===== src/rtl/direction_input_pkg.sv =====
// Shared game definitions: direction and turn-FSM encodings, press payload and
// the button-to-direction priority encoder.
package direction_input_pkg;

  localparam int unsigned DIR_W  = 2;
  localparam int unsigned BTN_N  = 4;
  localparam int unsigned CNT_W  = 4;
  localparam int unsigned LINE_W = 10;

  typedef enum logic [1:0] {
    DIR_UP    = 2'd0,
    DIR_LEFT  = 2'd1,
    DIR_DOWN  = 2'd2,
    DIR_RIGHT = 2'd3
  } dir_e;

  typedef enum logic {
    ST_IDLE    = 1'b0,
    ST_PENDING = 1'b1
  } state_e;

  typedef struct packed {
    logic             valid;
    logic [DIR_W-1:0] dir;
  } press_t;

  // Opposite direction: up<->down, left<->right.
  function automatic logic [DIR_W-1:0] reverse_of(input logic [DIR_W-1:0] d);
    return d ^ 2'b10;
  endfunction

  // Lowest button index wins when several rise together.
  function automatic press_t press_encode(input logic [BTN_N-1:0] rise);
    press_t p;
    p.valid = |rise;
    if (rise[0])      p.dir = DIR_UP;
    else if (rise[1]) p.dir = DIR_LEFT;
    else if (rise[2]) p.dir = DIR_DOWN;
    else              p.dir = DIR_RIGHT;
    return p;
  endfunction

endpackage


===== src/rtl/direction_input_btn_debounce.sv =====
// Frame-rate debouncer for one synchronised button; flags a 0->1 flip of the
// debounced state in the tick cycle that causes it.
module btn_debounce
  import direction_input_pkg::*;
#(
  parameter int unsigned DEBOUNCE_FRAMES = 3
) (
  input  logic clk,
  input  logic rst_n,
  input  logic tick,
  input  logic level,
  output logic rise_c
);

  logic             state;
  logic [CNT_W-1:0] cnt;
  logic             flip_c;

  assign flip_c = tick && (level != state) &&
                  ((cnt + CNT_W'(1)) == CNT_W'(DEBOUNCE_FRAMES));
  assign rise_c = flip_c && !state;

  // Counter only advances on frame ticks while the level disagrees.
  always_ff @(posedge clk or negedge rst_n) begin
    if (!rst_n) begin
      state <= 1'b0;
      cnt   <= '0;
    end else if (tick) begin
      if (level == state) begin
        cnt <= '0;
      end else if (flip_c) begin
        state <= ~state;
        cnt   <= '0;
      end else begin
        cnt <= cnt + CNT_W'(1);
      end
    end
  end

endmodule


===== src/rtl/direction_input.sv =====
// Player direction control: synchronises and debounces the four buttons once
// per frame, then applies reversals immediately and queues perpendicular turns.
module direction_input
  import direction_input_pkg::*;
#(
  parameter int unsigned FRAME_LINE      = 480,
  parameter int unsigned DEBOUNCE_FRAMES = 3,
  parameter int unsigned PENDING_FRAMES  = 8,
  parameter logic [1:0]  INIT_DIR        = 2'd3
) (
  input  logic        clk,
  input  logic        rst_n,
  input  logic [9:0]  svpos,
  input  logic [3:0]  btn,
  input  logic        turn_ok,
  output logic [1:0]  direction,
  output logic        pending_valid,
  output logic        turn_strobe
);

  logic [BTN_N-1:0] btn_s1;
  logic [BTN_N-1:0] btn_s2;
  logic             line_q;
  logic             frame_tick_c;
  logic [BTN_N-1:0] rise_c;
  press_t           press_q;

  state_e           state;
  state_e           state_n;
  logic [DIR_W-1:0] pend_dir;
  logic [DIR_W-1:0] pend_dir_n;
  logic [CNT_W-1:0] age;
  logic [CNT_W-1:0] age_n;
  logic [DIR_W-1:0] dir_n;
  logic             strobe_n;

  // Two-flop synchroniser for the raw buttons.
  always_ff @(posedge clk or negedge rst_n) begin
    if (!rst_n) begin
      btn_s1 <= '0;
      btn_s2 <= '0;
    end else begin
      btn_s1 <= btn;
      btn_s2 <= btn_s1;
    end
  end

  // Resetting line_q high suppresses a tick if reset releases on the frame line.
  always_ff @(posedge clk or negedge rst_n) begin
    if (!rst_n) line_q <= 1'b1;
    else        line_q <= (svpos == LINE_W'(FRAME_LINE));
  end

  assign frame_tick_c = (svpos == LINE_W'(FRAME_LINE)) && !line_q;

  for (genvar g = 0; g < BTN_N; g++) begin : g_db
    btn_debounce #(
      .DEBOUNCE_FRAMES (DEBOUNCE_FRAMES)
    ) u_db (
      .clk    (clk),
      .rst_n  (rst_n),
      .tick   (frame_tick_c),
      .level  (btn_s2[g]),
      .rise_c (rise_c[g])
    );
  end

  always_ff @(posedge clk or negedge rst_n) begin
    if (!rst_n) begin
      press_q <= '0;
    end else if (frame_tick_c) begin
      press_q <= press_encode(rise_c);
    end else begin
      press_q <= '0;
    end
  end

  // A press can never share a cycle with a tick, so press handling goes first.
  always_comb begin
    state_n    = state;
    pend_dir_n = pend_dir;
    age_n      = age;
    dir_n      = direction;
    strobe_n   = 1'b0;
    if (press_q.valid) begin
      if (press_q.dir == direction) begin
        state_n    = ST_IDLE;
        pend_dir_n = '0;
        age_n      = '0;
      end else if (press_q.dir == reverse_of(direction)) begin
        dir_n      = press_q.dir;
        strobe_n   = 1'b1;
        state_n    = ST_IDLE;
        pend_dir_n = '0;
        age_n      = '0;
      end else begin
        pend_dir_n = press_q.dir;
        age_n      = '0;
        state_n    = ST_PENDING;
      end
    end else begin
      case (state)
        ST_PENDING: begin
          if (frame_tick_c) begin
            if (turn_ok) begin
              dir_n      = pend_dir;
              strobe_n   = 1'b1;
              state_n    = ST_IDLE;
              pend_dir_n = '0;
              age_n      = '0;
            end else if ((age + CNT_W'(1)) == CNT_W'(PENDING_FRAMES)) begin
              state_n    = ST_IDLE;
              pend_dir_n = '0;
              age_n      = '0;
            end else begin
              age_n = age + CNT_W'(1);
            end
          end
        end
        default: begin
          state_n = ST_IDLE;
        end
      endcase
    end
  end

  always_ff @(posedge clk or negedge rst_n) begin
    if (!rst_n) begin
      state         <= ST_IDLE;
      pend_dir      <= '0;
      age           <= '0;
      direction     <= INIT_DIR;
      turn_strobe   <= 1'b0;
      pending_valid <= 1'b0;
    end else begin
      state         <= state_n;
      pend_dir      <= pend_dir_n;
      age           <= age_n;
      direction     <= dir_n;
      turn_strobe   <= strobe_n;
      pending_valid <= (state_n == ST_PENDING);
    end
  end

endmodule

===== config.mk =====
export PLATFORM = sky130hd
export DESIGN_NAME = direction_input
export DESIGN_NICKNAME = d
export VERILOG_FILES = /design/src/rtl/direction_input_pkg.sv /design/src/rtl/direction_input_btn_debounce.sv /design/src/rtl/direction_input.sv
export SDC_FILE = /design/constraint.sdc
export NUM_CORES = 1
export LEC_CHECK = 0
export CORE_ASPECT_RATIO = 1.25
export CORE_MARGIN = 2
export CORE_UTILIZATION = 40
export CTS_CLUSTER_DIAMETER = 30
export DETAILED_ROUTE_END_ITERATION = 7
export PLACE_DENSITY = 0.55
export SYNTH_ARGS = -nofsm -noshare
export SYNTH_HDL_FRONTEND = slang
export SYNTH_SLANG_ARGS = --single-unit

===== constraint.sdc =====
create_clock -name clk -period 2.3 [get_ports clk]
set_input_delay 0.345 -clock clk [delete_from_list [all_inputs] [get_ports clk]]
set_output_delay 0.345 -clock clk [all_outputs]
set_load 0.01 [all_outputs]

---- Word level (Yosys, flattened, before mapping) ----
Index checks and enable logic that the tools add are counted.
storage, ports and cells
  ROM bits ................................ 0
  register bits ........................... 42
  input port bits ......................... 17
  latch bits .............................. 0
  memory bits (writable) .................. 0
  output and inout port bits .............. 4
  logic and storage cells ................. 123
  memories kept ........................... 0
cells by class
  divide/modulo/power cells ............... 0
  order comparisons ....................... 0
  equality and inequality tests ........... 18
  bitwise logic cells ..................... 9
  add/sub/neg operators ................... 5
  mux-type cells .......................... 43
  reduce and logical (&&, ||, !) cells .... 30
  shift operators ......................... 0
  multiply operators ...................... 0
operator list
  operator               number
  $mux W4                13
  $mux W2                15
  $add A4 B1 Y4 const B  5
  $eq A4 B2 Y1 const B   4
  $reduce_and A3 Y1      5
  $mux W1                14
  $logic_and A1 B1 Y1    13
  $eq A10 B9 Y1 const B  1
  $not A1 Y1             9
  $reduce_bool A2 Y1     3
  $logic_not A1 Y1       5
  $reduce_and A5 Y1      1
  $eq A1 B1 Y1           4
  $eq A2 B2 Y1           2
  $eq A4 B4 Y1 const B   1
  $ne A1 B1 Y1           4
  $reduce_or A4 Y1       1
  $mux W3                1
  $reduce_bool A3 Y1     1
  $ne A2 B1 Y1 const B   1
  $ne A2 B2 Y1 const B   1
  $reduce_and A2 Y1      1

---- Longest topological paths before layout ----
Gate-level depths: netlist of the first run.
  depth in word-level cells ............... 9
  gate-level depth with buffers ........... 6
  mapped depth without buffers ............ 6

---- By module ----
A second synthesis of the first run with hierarchy kept.
unflattened totals
  cells, all modules ...................... 232
  area, all modules ....................... 2313.5 um^2
by module, submodules not included
  module           seq. area each (um^2)  times used  cells an instance  area each (um^2)
  btn_debounce     125.1                  4           37                 332.8
  direction_input  554.3                  1           84                 982.2

---- Worst setup path after synthesis of the first run ----
OpenSTA, ideal clock, no wires.
  path type ............................... input to register
  start ................................... input port svpos[9]
  end ..................................... register age[2]
  buffers on the path ..................... 0
  slack ................................... 0.187 ns
  required time ........................... 2.222 ns
  stages on the path ...................... 4
  arrival time ............................ 2.035 ns
  library setup time ...................... 0.078 ns
  path through ............................ or4b_1 -> or4_1 -> or4b_1 -> a21oi_1
on the way
  longest elaborated chain between the ends .. 4
ends and longest elaborated chain
  item                          line                    source
  start: declaration            direction_input.sv:13   input logic [9:0] svpos,
  $eq A10 B9 Y1                 direction_input.sv:54   assign frame_tick_c = (svpos == LINE_W'(FRAME_LINE)) && !line_q;
  $logic_and A1 B1 Y1           direction_input.sv:54
  $reduce_bool A2 Y1 (no line)  n/a
  $reduce_and A2 Y1 (no line)   n/a
  end signal: assignment        direction_input.sv:138  age <= age_n;
  end: declaration              direction_input.sv:32   logic [CNT_W-1:0] age;
No other way between the ends.
A chain may end at the register's enable or synchronous reset.

---- Final worst setup path of the first run ----
  start ................................... input port svpos[3]
  end ..................................... register age[2]
Same word-level chain as after synthesis.

==> qor.yml, run 1 <==
boundaryPins: 21
ir_drop_v: 0.0002903
gp_congestion: 0.7357
vias: 1661
drc: 0
async_reset_ff_share_pct: 100.0
nets: 274
pre_cts_ws_ns: -0.2547
io_buffers: 20
diodes: 0
p_clk_share_pct: 41.0
drt.antenna.violating_nets: 0
finClkSkew_ns: 0.003392
power.total_mw: 1.414
seqCellArea_um2: 1055
worst_pin_slew_ns: 0.7874
holdBufCountCts: 0
arrival_ns: 2.46
synth_edf_count: 0
drt_wl_total_um: 4109
areaGrowthSynthToFinish_pct: 21.22
die_h_um: 86.34
intPower_mw: 1.110
rows: 30
grt_antenna_before_repair: 0
postSynthAreaPerCell_um2: 10.23
relSlewSlack_pct: 47.06
period_minus_slack_ns: 2.236
max_freq_mhz: 447.1
cts_num_sinks: 42
setup_slack_ns: 0.06350
period_share_pct: 97.24
leakagePower_nw: 1.109
use_met2_pct: 26.23
ys_seq_area_share_pct: 48.62
ys_warn_count: 0
slew_viol_final: 0
tritoncts: "yes"
synth_cells: 212
drive_gt1_share_pct: 14.98
cap_viol_max_count: 0
synthesis.nets: 240
start_util_pct: 40.70
detail_route.first_pass.iterations: 4
synth.top_cells.by_count: "39 x dfrtp_1, 22 x nand2_1, 18 x o21ai_0, 12 x nand3_1, 11 x ha_1"
cts_buffer_depth: 2
finalNonFillerCells: 311
grtUsageTotal_pct: 15.06
wl_per_cell_um: 13.21
cp_max_fo: 3
viasPerCell: 5.341
synthTopCellsByArea: "dfrtp_1 45%, ha_1 6.3%, o21ai_0 4.2%, nand2_1 3.8%, dfstp_2 3.6%"
placeableCoreArea_um2: 5330
holdCritPathClass: "in -> async"
yosys.area.top_type: "dfrtp_1"
grt.met3_usage_pct: 3.837
ctsRootBufferMaster: "clkbuf_8"
n_fill_cell: 484
post-cts-setup-buffers: 0
met1_usage_pct: 18.36
synth_cell_types: 41
grt_pass1_wl_um: 7320
p_sw_mw: 0.3042
timing.setup.tns_ns: 0
placed_area_um2: 2514
combinationalPowerShare_pct: 5.3
top_usage_layer: "met2"
worst_setup_path_end_kind: "flop"
die_area_um2: 6033
crit_required_ns: 2.52
setup_violations: 0
synth_flop_cell: "dfrtp_1"
multi_input_area_um2: 1071
p_per_area_nw_per_um2: 537.6
dp_hpwl_um: 2953
pwr-share-seq_pct: 53.7
insertion_delay_ns: 0.29
outcome: "completed"
die_x_um: 69.87
cts_buffers: 5
gr-total-overflow: 0
synth_top_area_share_pct: 44.98
path_class: "in -> reg"
htreeDepth: 2
dp.cells: 303
syn-cell-area_um2: 2170
swShare_pct: 21.51
hold_violations: 0
grt_max_degree: 23
ys_seq_elements: 42
fin_area_um2: 2630
clk_pin_slew_worst_paths_ns: 0.08
drt_iter0_markers: 117
synth_most_common_cell: "dfrtp_1"
grt_pass1_vias: 1601
cp-start-kind: "primary input"
-- through the flow --
step	utilization, %	hold WS [ns]
2_1_floorplan	-	0.04941
3_3_place_gp	47.16	0.3312
3_5_place_dp	47.16	0.3355
4_1_cts	49.20	0.03225
5_1_grt	49.34	0.04979
6_report	49.34	0.02667
-- flip-flops by register name, indices dropped and copies added (netlist names) --
signal	flops
g_db.u_db.cnt	16
age	4
btn_s1	4
btn_s2	4
g_db.u_db.state	4
press_q	3
direction	2
pend_dir	2
line_q	1
state	1
turn_strobe	1
-- power by group through the flow --
stage               Sequential [mW]  Combinational (mW)  Clock, mW
floorplan                     0.773              0.0229          0
global placement              0.774              0.0762          0
CTS                           0.760              0.0769      0.604
global route                  0.762              0.0854      0.631
finish                        0.760              0.0749      0.579
detailed placement            0.775              0.0768          0
-- cell type report --
| type | count | area share [%] |
|---|---|---|
| inverter | 8 | 1.142 |
| clock inverter | 3 | 1.522 |
| multi-input combinational | 157 | 40.72 |
| tap | 64 | 3.045 |
| sequential | 42 | 40.10 |
| clock buffer | 5 | 2.617 |
| timing repair buffer | 32 | 10.85 |
-- worst max-delay path, stage by stage --
cell             delay, ns
clkdlybuf4s50_1       0.40
or4b_4                0.54
or4_1                 0.53
or4b_1                0.51
a21oi_1               0.14
-- path summary, 6_finish.rpt --
kind                                      from                   to  slack (ns)  cells after the start
setup reg to reg           g_db[1].u_db.cnt[0]           press_q[0]        0.16                      5
min in group clk                     btn_s1[0]            btn_s2[0]        0.35                      0
max in group asynchronous                rst_n  g_db[3].u_db.cnt[0]        1.70                      2
setup / recovery                      svpos[3]               age[2]        0.06                      5
hold / removal                           rst_n  g_db[0].u_db.cnt[2]        0.03                      1
hold reg to reg                      btn_s1[0]            btn_s2[0]        0.35                      0
-- layer usage --
| metal | vias to the layer above | share of wire [%] |
|---|---|---|
| li1 | 834 | - |
| met1 | 804 | 45 |
| met2 | 17 | 50 |
| met3 | 6 | 2.6 |
| met4 | 0 | 1.6 |
| met5 | - | 0 |
-- timing repair --
action,4_1_cts,5_1_grt
hold endpoints to repair,0,0
setup endpoints to repair,0,1
gates resized for setup,0,1
-- cells in the final DEF (no fill, tap or decap), types with 2 or more instances in the layout --
master / n
a21boi_0: 3
clkdlybuf4s50_1: 19
nand3_1: 12
o21ai_0: 18
ha_1: 11
nand2_1: 22
a21oi_1: 7
dfrtp_1: 39
mux2_2: 4
or4_1: 2
or4b_1: 2
and2_1: 5
o41ai_1: 3
clkbuf_8: 5
nand4_1: 3
nor2b_1: 2
or3_1: 2
inv_1: 8
buf_4: 12
nand3b_1: 2
nor2_1: 10
o31ai_1: 10
nand2b_1: 8
and3_1: 2
dfstp_2: 3
or4b_2: 3
and3b_1: 4
xnor2_1: 7
clkinv_2: 2
-- logic make-up after synthesis --
kind of cell / share of synthesized area, %
DFF: 48.62
muxes: 2.537
AOI/OAI and AO/OA: 15.51
buffers and inverters: 2.365
adders and majority gates: 6.344
and+or+nand+nor: 21.39
xor gates and xnor gates: 3.230
No activity file was read; power rests on OpenSTA's default activity.
==> run 2, diff against run 1 <==
SLEW_MARGIN = 40   (was unset)
==> results of run 2 <==
Same layout as run 1: the final DEF is identical, and so are final timing and power.
==> run 3, diff against run 2 <==
SKIP_CTS_REPAIR_TIMING = 1   (was unset)
==> results of run 3 <==
Same layout as run 1: the final DEF is identical, and so are final timing and power.
